==> config.mk <==
export PLATFORM = sky130hd
export DESIGN_NAME = ps2_scan_decoder
export DESIGN_NICKNAME = d
export VERILOG_FILES = /design/src/rtl/ps2_scan_decoder.sv
export SDC_FILE = /design/constraint.sdc
export NUM_CORES = 1
export LEC_CHECK = 0
export BUFFER_PORTS_ARGS = -buffer_cell sky130_fd_sc_hd__buf_2
export CORE_MARGIN = 2
export CORE_UTILIZATION = 45
export CTS_BUF_LIST = sky130_fd_sc_hd__clkbuf_4
export DETAILED_ROUTE_END_ITERATION = 10
export HOLD_SLACK_MARGIN = 0.02
export PLACE_DENSITY_LB_ADDON = 0.15
export SLEW_MARGIN = 20
export SYNTH_ARGS = -nofsm -noshare
export SYNTH_HDL_FRONTEND = slang
export SYNTH_SLANG_ARGS = --single-unit
==> constraint.sdc <==
create_clock -name clk -period 2.02 [get_ports clk]
set_input_delay 0.202 -clock clk [delete_from_list [all_inputs] [get_ports clk]]
set_output_delay 0.202 -clock clk [all_outputs]
set_load 0.005 [all_outputs]
==> src/rtl/ps2_scan_decoder.sv <==
// PS/2 keyboard scan-code decoder: synchronise, deglitch, frame, and turn make codes into key strobes.
// Optional build macro TYPEMATIC_FILTER_EN suppresses typematic repeats of the held key.
module ps2_scan_decoder #(
    parameter int FILTER_LEN     = 8,
    parameter int TIMEOUT_CYCLES = 50000,
    parameter int STROBE_CYCLES  = 4
) (
    input  logic       clk,
    input  logic       reset,
    input  logic       ps2_clk,
    input  logic       ps2_data,
    output logic       key_strobe,
    output logic [7:0] key_code,
    output logic       key_extended,
    output logic       frame_err
);
    localparam int FW = $clog2(FILTER_LEN + 1);
    localparam int TW = $clog2(TIMEOUT_CYCLES + 1);
    localparam int SW = $clog2(STROBE_CYCLES + 1);

    typedef enum logic [1:0] {IDLE, DATA, PARITY, STOP} state_t;

    logic [1:0]    clk_s_q, dat_s_q;
    logic          filt_q, filt_d, fprev_q;
    logic [FW-1:0] fcnt_q, fcnt_d;
    state_t        state_q, state_d;
    logic [2:0]    bcnt_q, bcnt_d;
    logic [7:0]    shr_q, shr_d;
    logic          par_q, par_d;
    logic [TW-1:0] tcnt_q, tcnt_d;
    logic          ext_q, ext_d, brk_q, brk_d;
    logic [7:0]    code_q, code_d;
    logic          kext_q, kext_d;
    logic          err_q, err_d;
    logic [SW-1:0] scnt_q, scnt_d;
    logic          fall, dat;
`ifdef TYPEMATIC_FILTER_EN
    logic [8:0]    held_q, held_d;
    logic          hvld_q, hvld_d;
`endif

    assign dat          = dat_s_q[1];
    assign fall         = fprev_q & ~filt_q;
    assign key_strobe   = (scnt_q != '0);
    assign key_code     = code_q;
    assign key_extended = kext_q;
    assign frame_err    = err_q;

    // Filtered level flips only after FILTER_LEN consecutive disagreeing samples.
    always_comb begin
        filt_d = filt_q;
        fcnt_d = '0;
        if (clk_s_q[1] != filt_q) begin
            if (fcnt_q == FW'(FILTER_LEN - 1)) filt_d = ~filt_q;
            else fcnt_d = fcnt_q + 1'b1;
        end
    end

    always_comb begin
        state_d = state_q;
        bcnt_d  = bcnt_q;
        shr_d   = shr_q;
        par_d   = par_q;
        ext_d   = ext_q;
        brk_d   = brk_q;
        code_d  = code_q;
        kext_d  = kext_q;
        err_d   = 1'b0;
        scnt_d  = (scnt_q != '0) ? scnt_q - 1'b1 : scnt_q;
`ifdef TYPEMATIC_FILTER_EN
        held_d  = held_q;
        hvld_d  = hvld_q;
`endif
        if (state_q == IDLE || fall) tcnt_d = '0;
        else                         tcnt_d = tcnt_q + 1'b1;

        if (fall) begin
            case (state_q)
                IDLE: if (!dat) begin
                    state_d = DATA;
                    bcnt_d  = '0;
                end
                DATA: begin
                    shr_d  = {dat, shr_q[7:1]};
                    bcnt_d = bcnt_q + 1'b1;
                    if (bcnt_q == 3'd7) state_d = PARITY;
                end
                PARITY: begin
                    par_d   = dat;
                    state_d = STOP;
                end
                default: begin
                    state_d = IDLE;
                    if (!dat || !(^{shr_q, par_q})) begin
                        err_d = 1'b1;
                        ext_d = 1'b0;
                        brk_d = 1'b0;
                    end else if (shr_q == 8'hE0) begin
                        ext_d = 1'b1;
                    end else if (shr_q == 8'hF0) begin
                        brk_d = 1'b1;
                    end else if (brk_q) begin
                        ext_d = 1'b0;
                        brk_d = 1'b0;
`ifdef TYPEMATIC_FILTER_EN
                        if (hvld_q && held_q == {ext_q, shr_q}) hvld_d = 1'b0;
`endif
                    end else begin
                        ext_d = 1'b0;
                        brk_d = 1'b0;
`ifdef TYPEMATIC_FILTER_EN
                        if (!(hvld_q && held_q == {ext_q, shr_q})) begin
                            code_d = shr_q;
                            kext_d = ext_q;
                            scnt_d = SW'(STROBE_CYCLES);
                            held_d = {ext_q, shr_q};
                            hvld_d = 1'b1;
                        end
`else
                        code_d = shr_q;
                        kext_d = ext_q;
                        scnt_d = SW'(STROBE_CYCLES);
`endif
                    end
                end
            endcase
        end else if (state_q != IDLE && tcnt_q == TW'(TIMEOUT_CYCLES - 1)) begin
            state_d = IDLE;
            err_d   = 1'b1;
            ext_d   = 1'b0;
            brk_d   = 1'b0;
            tcnt_d  = '0;
        end
    end

    always_ff @(posedge clk or posedge reset) begin
        if (reset) begin
            clk_s_q <= 2'b11;
            dat_s_q <= 2'b11;
            filt_q  <= 1'b1;
            fprev_q <= 1'b1;
            fcnt_q  <= '0;
            state_q <= IDLE;
            bcnt_q  <= '0;
            shr_q   <= '0;
            par_q   <= 1'b0;
            tcnt_q  <= '0;
            ext_q   <= 1'b0;
            brk_q   <= 1'b0;
            code_q  <= '0;
            kext_q  <= 1'b0;
            err_q   <= 1'b0;
            scnt_q  <= '0;
`ifdef TYPEMATIC_FILTER_EN
            held_q  <= '0;
            hvld_q  <= 1'b0;
`endif
        end else begin
            clk_s_q <= {clk_s_q[0], ps2_clk};
            dat_s_q <= {dat_s_q[0], ps2_data};
            filt_q  <= filt_d;
            fprev_q <= filt_q;
            fcnt_q  <= fcnt_d;
            state_q <= state_d;
            bcnt_q  <= bcnt_d;
            shr_q   <= shr_d;
            par_q   <= par_d;
            tcnt_q  <= tcnt_d;
            ext_q   <= ext_d;
            brk_q   <= brk_d;
            code_q  <= code_d;
            kext_q  <= kext_d;
            err_q   <= err_d;
            scnt_q  <= scnt_d;
`ifdef TYPEMATIC_FILTER_EN
            held_q  <= held_d;
            hvld_q  <= hvld_d;
`endif
        end
    end
endmodule
* Yosys cells after proc, flatten, opt, wreduce, memory -nomap -nowiden
Cells that the tools add are included.
** Storage, ports and cells
- Word-level logic and storage cells :: 95
- Input bits :: 4
- Output and inout bits :: 11
- Register bits :: 55
** Operators by class
- Multiplexer cells :: 34
- $add $sub $neg :: 4
- Eq/ne operators :: 14
- Reduce and logical (&&, ||, !) cells :: 20
- Bitwise operators :: 7
** Operators by type and width (count)
- $mux 16 :: 3
- $mux 3 :: 8
- $add 16x1->16 const B :: 1
- $eq 16x16->1 const B :: 1
- $eq 8x8->1 const B :: 2
- $mux 1 :: 15
- $reduce_and 3->1 :: 4
- $ne 3x3->1 const B :: 3
- $reduce_xor 9->1 :: 1
- $mux 2 :: 4
- $mux 4 :: 2
- $not 1->1 :: 6
- $pmux 2 s3 :: 1
- $pmux 3 s2 :: 1
- $reduce_and 2->1 :: 3
- $reduce_and 6->1 :: 1
- $reduce_bool 2->1 :: 3
- $add 4x1->4 const B :: 1
- $eq 4x3->1 const B :: 1
- $ne 2x2->1 const B :: 2
- $ne 4x4->1 const B :: 1
- $add 3x1->3 const B :: 1
- $eq 3x3->1 const B :: 1
- $reduce_bool 3->1 :: 1
- 10 further kinds :: 12

* Logic depth before layout (Yosys ltp)
Gate-level depths: netlist of run 1.
- Depth in word-level cells :: 8
- Depth in mapped cells :: 8
- Mapped depth without buffers :: 7

* Least setup slack after synthesis of run 1
OpenSTA, ideal clock, no wires.
- Kind :: register -> register
- Start :: register shr_q[3]
- End :: register code_q[0], in the netlist key_code[0]
- Clock period less this slack :: 2.024 ns
- Setup time :: 0.125 ns
- Cell stages (with the launch flop) :: 7
- Data arrival time :: 1.899 ns
- Data required time :: 1.895 ns
- Buffers on the path :: 1
- Path slack :: -0.004 ns
- Cell sequence :: dfrtp_1 > xor2_1 > xnor3_2 > xnor2_1 > or3_4 > buf_6 > mux2_4
** Between the ends
- Cells in the longest elaborated chain, start to end :: 5
- Elaborated cells between the ends (all ways) :: 9
- Those cells by class :: eq/ne (2); bitwise (3); reduce/logical (4)
** RTL lines
- start: declaration :: RTL line 28 : logic [7:0] shr_q, shr_d;
- start signal: assignment :: RTL line 166 : shr_q <= shr_d;
- $reduce_xor 9->1 :: RTL line 94 : if (!dat || !(^{shr_q, par_q})) begin
- $logic_not 1->1 :: RTL line 94
- $logic_or 1x1->1 :: RTL line 94
- $not 1->1 (no line)
- $reduce_and 6->1 (no line) *
- end signal: assignment :: RTL line 171 : code_q <= code_d;
- end: declaration :: RTL line 32 : logic [7:0] code_q, code_d;
Every way passes the cells marked *; elsewhere a longest branch is shown, timed or not.
A chain may end at the register's enable or synchronous reset.

* Final worst setup path of run 1
- Start :: register shr_q[3]
- End :: register code_q[3], in the netlist key_code[3]
** Between the ends
- Cells in the longest elaborated chain, start to end :: 5
- Elaborated cells between the ends (all ways) :: 9
- Those cells by class :: eq/ne (2); bitwise (3); reduce/logical (4)
** RTL lines (RTL line)
- $reduce_xor 9->1 :: 94
- $logic_not 1->1 :: 94
- $logic_or 1x1->1 :: 94
- $not 1->1 (no line)
- $reduce_and 6->1 (no line)
Several ways; a longest one is shown, not always the timed one.

==> results of run 1 <==
## flip-flops by register name (all words and copies together), names as in the netlist
signal,flops
tcnt_q,16
bcnt_q,3
frame_err,1
fprev_q,1
state_q,2
key_code,8
key_extended,1
brk_q,1
shr_q,8
fcnt_q,4
par_q,1
scnt_q,3
ext_q,1
filt_q,1
clk_s_q,2
dat_s_q,2
## power breakdown
part / internal, uW / total [uW] / switching, uW
Sequential: 1260 / 1360 / 99.5
Clock: 143 / 507 / 364
Combinational: 326 / 724 / 398
## final timing paths
kind,start,to,slack (ps),cells past startpoint
min in group asynchronous,reset,fcnt_q[2],380,4
max,shr_q[3],key_code[3],1,5
max reg2reg,shr_q[3],key_code[3],1,5
max in group asynchronous,reset,clk_s_q[0],1340,4
min,clk_s_q[0],clk_s_q[1],350,0
min reg2reg,clk_s_q[0],clk_s_q[1],350,0
## layout make-up
type                            count  area, um^2
Sequential cell                    55        1380
Clock inverter                      3        23.8
Fill cell                         495        2620
Tap cell                           72        90.1
Multi-Input combinational cell    147        1100
Clock buffer                        5        37.5
Inverter                           11        41.3
Timing Repair Buffer               25         173
## per-layer routing
metal | part of all wire, % | vias to the layer above | global-route usage, %
met5 | 0 | - | 0
met4 | 1.1 | 0 | 4.66
met3 | 2.9 | 5 | 3.52
met2 | 45 | 17 | 23.0
met1 | 51 | 772 | 19.7
li1 | - | 800 | -
## synth_stat cells (all sizes together) (2+ instances only)
| master | number | area (um^2) |
|---|---|---|
| nand2 | 12 | 45.0 |
| ha | 10 | 125 |
| and3 | 4 | 25.0 |
| xor2 | 12 | 105 |
| clkbuf | 3 | 11.3 |
| nand4 | 4 | 25.0 |
| a21oi | 6 | 30.0 |
| o31ai | 2 | 15.0 |
| dfrtp | 49 | 1230 |
| dfstp | 6 | 158 |
| mux2i | 2 | 20.0 |
| nand3 | 10 | 50.1 |
| o21ai | 5 | 25.0 |
| and2 | 2 | 12.5 |
| inv | 11 | 41.3 |
| xnor2 | 11 | 96.3 |
| nor2 | 22 | 82.6 |
| a31oi | 2 | 12.5 |
| a22oi | 2 | 15.0 |
| mux2 | 19 | 240 |
| nor2b | 2 | 12.5 |
| nor3 | 6 | 30.0 |
## kinds of logic (layout without fill, tap and decap cells)
group / Yosys count / after routing / share of synthesized area (%)
fa+ha+maj: 10 / 10 / 4.92
compound gates: 21 / 21 / 5.27
simple gates: 70 / 71 / 13.7
xor+xnor: 24 / 24 / 8.86
buf+inv: 15 / 44 / 2.51
mux: 21 / 21 / 10.2
flops: 55 / 55 / 54.5
## stage by stage
stage          setup TNS [ps]  utilization, %
3_3_place_gp                0            50.1
3_5_place_dp            -3.62            50.1
5_1_grt                  -504            52.1
4_1_cts                     0            52.1
2_1_floorplan           -29.0               -
6_report                    0            52.1
## repair_timing
| action | in CTS | in global routing |
|---|---|---|
| hold endpoints to repair | 51 | 0 |
| endpoints found under the setup margin | 9 | 10 |
| resized for setup | 1 | 0 |
| hold buffers | 3 | 0 |
| setup buffers | 1 | 0 |
| cloned | 1 | 0 |
==> qor.txt, run 1 <==
Clk_lat worst skew - 380 ps
RePlAce Congestion - 0.738
Leading register cell type out of synthesis - dfrtp_1
Synth Register Bits - 55
Fin area - 2850 um^2
Skew final - 18.0 ps
DR vias/cell - 5.01
Cell total after placement - 305
Clock tree buffer depth - 2
Vias in the first global route - 1623
Slew HR - 71.3%
Global-route wire length before repair - 7210 um
Row cnt - 27
Post-Syn Area - 2540 um^2
VDD IR max - 584 uV
DIE AREA - 6260 um^2
Net count after synthesis - 230
Port buffer count - 14
CTS sink count - 55
Cell family with most CP delay - XOR/XNOR gates
Placed Area - 2740 um^2
Setup ws final - 1.08 ps
CTS clk-pin slew, worst paths - 170 ps
Sequential fraction of the synthesis area - 54.5%
Critical-path cell list - xor2_1 > xnor3_2 > xnor2_1 > or3_4 > mux2_4
Share of layout cells above drive strength 1 - 24.0%
Initial Util - 46.4%
Antenna viol nets, final - 0
Leak pwr - 0.00140 uW
Crit path largest cell delay - 450 ps
Power per Cell Area - 908 nW/um^2
Initial DRT Pass Iterations - 4
Nets - 259
Initial antenna violation count - 0
Crit path launch type - register
Horiz. Die Dim - 79.1 um
Post-synth EDFFs - 0
Core area - 5470 um^2
Post-DP HPWL - 2670 um
Max Slew Vio Count - 0
Initial DRC Count - 70
CP bufs+invs - 0
Hold_ws - 345 ps
I/O pin count - 15
Pre-CTS WS - -3.58 ps
DRC violations left - 0
Power Total - 2590 uW
Critical Path RT - 2310 ps
Post-synth ARST share - 100%
WL/cell - 12.7 um
Worst-margin pin slew - 429 ps
CP max-delay cell - xnor3_2
Crit-path max FO - 5
Worst Setup Path Type - register to register
Average cell area after synthesis - 11.8 um^2
Setup repair after global routing missed its margin - yes
TritonCTS clock tree - done
# diodes - 0
Commonest non-fill, non-tap cell in the layout - dfrtp_1
Final Non-Filler Cells - 318
Min cycle time layout - 2020 ps
Chip Height - 79.1 um
Max-capacitance violation count - 0
Final hold viol count - 0
Via Count - 1594
Clock root buffer master - clkbuf_4
Outcome - finished, final reports clean
F_max - 0.495 GHz
Post-Syn Instances - 216
Unique masters post-synth - 38
YS warnings - 0
Largest net degree at the start of global routing - 56
Routed WL - 4040 um
Setup crit end kind - register
Layout area overhead - 12.3%
Period utilisation layout - 99.9%
CTS buffer count - 5
CTS HTree Levels - 2
Final setup violation count - 0
GRT overflow - 0
GRT Util Overall - 14.5%
CP Data Arrival Time - 2310 ps
Hold/Removal Path Class - register to register
Leading cell types in the layout, fill and taps excluded - dfrtp_1 (49), nor2_1 (22), buf_2 (14)
No activity file was read; power rests on OpenSTA's default activity.
==> inputs of run 2 (changes only) <==
--- a/config.mk
+++ b/config.mk
@@ -5,8 +5,8 @@
 export SDC_FILE = /design/constraint.sdc
 export NUM_CORES = 1
 export LEC_CHECK = 0
+export ABC_AREA = 1
 export BUFFER_PORTS_ARGS = -buffer_cell sky130_fd_sc_hd__buf_2
-export CORE_MARGIN = 2
 export CORE_UTILIZATION = 45
 export CTS_BUF_LIST = sky130_fd_sc_hd__clkbuf_4
 export DETAILED_ROUTE_END_ITERATION = 10
==> run 2 against run 1 <==
  * Die area increased by 3.8%
  * Routed wire length increased by 20%
  * Flip-flop and latch count unchanged
  * Area after synthesis increased by 9.5%
  * Global-route usage increased by 2.3 points
  * Largest cell class unchanged
  * Highest routed layer unchanged
==> qor.txt, run 2 <==
CP bufs+invs - 3
Critical-path cell list - inv_1 > ha_1 > nor2_1 > inv_1 > a21oi_4 > inv_1 > nor2_1 > o21a_1
CTS HTree Levels - 2
Critical Path RT - 2350 ps
Initial antenna violation count - 0
Sequential fraction of the synthesis area - 49.8%
Post-synth EDFFs - 0
Row cnt - 28
CP Data Arrival Time - 2040 ps
Max layer used - met4
Cell family with most CP delay - flip-flops
Core area - 5960 um^2
VDD IR max - 517 uV
Cell total after placement - 399
Setup repair after global routing missed its margin - no
CTS sink count - 55
Largest register FFs - 16
DIE AREA - 6500 um^2
Chip Height - 80.6 um
Net count after synthesis - 325
CTS clk-pin slew, worst paths - 160 ps
Synth Register Bits - 55
Power per Cell Area - 956 nW/um^2
GRT Util Overall - 16.8%
Slew HR - 70.5%
F_max - 0.583 GHz
Layout area overhead - 10.8%
Port buffer count - 14
Pre-CTS WS - 312 ps
Reg2reg path depth - 8
Unique masters post-synth - 36
CP max-delay cell - dfrtp_1
Most used cell, CP - inv_1
DRC violations left - 0
Worst r2r src - state_q[0]
I/O pin count - 15
Crit-path max FO - 8
RePlAce Congestion - 0.815
Post-DP HPWL - 3550 um
DR vias/cell - 4.86
Post-synth top area share - 44.1%
Clk_lat worst skew - 380 ps
Post-Syn Area - 2780 um^2
Leading register cell type out of synthesis - dfrtp_1
Final TNS setup - 0 ps
YS warnings - 0
Biggest register - tcnt_q
TritonCTS clock tree - done
Initial Util - 46.7%
Min cycle time layout - 1720 ps
Initial DRT Pass Iterations - 4
Crit path largest cell delay - 410 ps
Final hold viol count - 0
Share of layout cells above drive strength 1 - 18.2%
Final Non-Filler Cells - 410
Clock tree buffer depth - 2
Max-capacitance violation count - 0
Hold/Removal Path Class - primary input to asynchronous set/reset pin
GRT overflow - 0
Vias in the first global route - 1863
Final core area utilization - 51.7%
Count leader, synth - nand2_1
Routed WL - 4830 um
WL/cell - 11.8 um
Global-route wire length before repair - 8310 um
Final setup violation count - 0
Commonest non-fill, non-tap cell in the layout - nand2_1
Most frequent cells after synthesis - nand2_1 (75), dfrtp_1 (49), inv_1 (43)
Leak pwr - 0.00144 uW
Skew final - 20.8 ps
Post-CTS Setup Bufs - 0
Worst Setup Path Type - register to register
Largest net degree at the start of global routing - 42
Outcome - finished, final reports clean
# diodes - 0
Setup crit end kind - register
Hold buffers post-CTS - 3
Synth area leader - dfrtp_1
Horiz. Die Dim - 80.6 um
Antenna viol nets, final - 0
Max Slew Vio Count - 0
Average cell area after synthesis - 8.94 um^2
Synth top area cells - dfrtp_1 (44%), nand2_1 (10%), inv_1 (5.8%)
Post-Syn Instances - 311
CTS buffer count - 5
FF-to-FF End - tcnt_q[10]
Setup ws final - 305 ps
Metal3 WL - 144 um
Post-CTS resize count - 0
Period utilisation layout - 84.9%
R2r setup slk - 300 ps
Via Count - 1994
Clock root buffer master - clkbuf_4
Metal-1 WL - 2430 um
Initial DRC Count - 112
Leading cell types in the layout, fill and taps excluded - nand2_1 (75), dfrtp_1 (49), inv_1 (42)
Nets - 348
Routed wl met2 - 2210 um
Hold_ws - 309 ps
Worst-margin pin slew - 442 ps
Crit path launch type - register
Post-synth ARST share - 100%
## run 2: how the worst max path moves through the flow
stage	from	slack, ps	to	cells after the start
2_1_floorplan	reset	480	bcnt_q[0]	1
3_3_place_gp	fprev_q	340	key_code[4]	7
3_5_place_dp	fprev_q	310	key_code[2]	7
4_1_cts	state_q[0]	290	tcnt_q[10]	8
5_1_grt	state_q[0]	90	tcnt_q[10]	8
6_report	state_q[0]	300	tcnt_q[10]	8
## run 2: layer usage
metal  up-vias  global-route usage (%)
met5         -                       0
met4         0                    5.00
met3         5                    4.09
met2        22                    26.9
met1       933                    22.4
li1       1034                       -
## run 2: logic make-up after synthesis
kind of cell | share of synthesized area [%]
compound gates | 9.18
xor+xnor | 2.83
fa+ha+maj | 4.50
buf+inv | 7.02
flops | 49.8
mux | 0.405
simple gates | 26.3
## run 2: area by class of cell
cell class              instances  area [um^2]
clock buffers                   5         37.5
well taps                      75         93.8
inverters                      45          169
multi-input cells             208         1200
fillers                       591         2870
flip-flops and latches         55         1380
repair buffers                 19          128
clock inverters                 3         67.6
## run 2: through the flow
stage | total power (uW) | cell area (um^2)
floorplan | 2040 | 2780
global placement | 2220 | 2950
detailed placement | 2240 | 2950
CTS | 3000 | 3080
global route | 3190 | 3080
finish | 2950 | 3080
## run 2: power by group
part | internal [uW] | leakage (uW) | switching [uW] | total [uW]
clock network | 385 | 0.0000514 | 353 | 738
logic | 314 | 0.000658 | 520 | 835
registers | 1260 | 0.000732 | 110 | 1380
total | 1960 | 0.00144 | 983 | 2950
## run 2: tightest hold or removal path, delay by kind of cell
family                 cells  cell delay (ps)
buffers and inverters      3              910
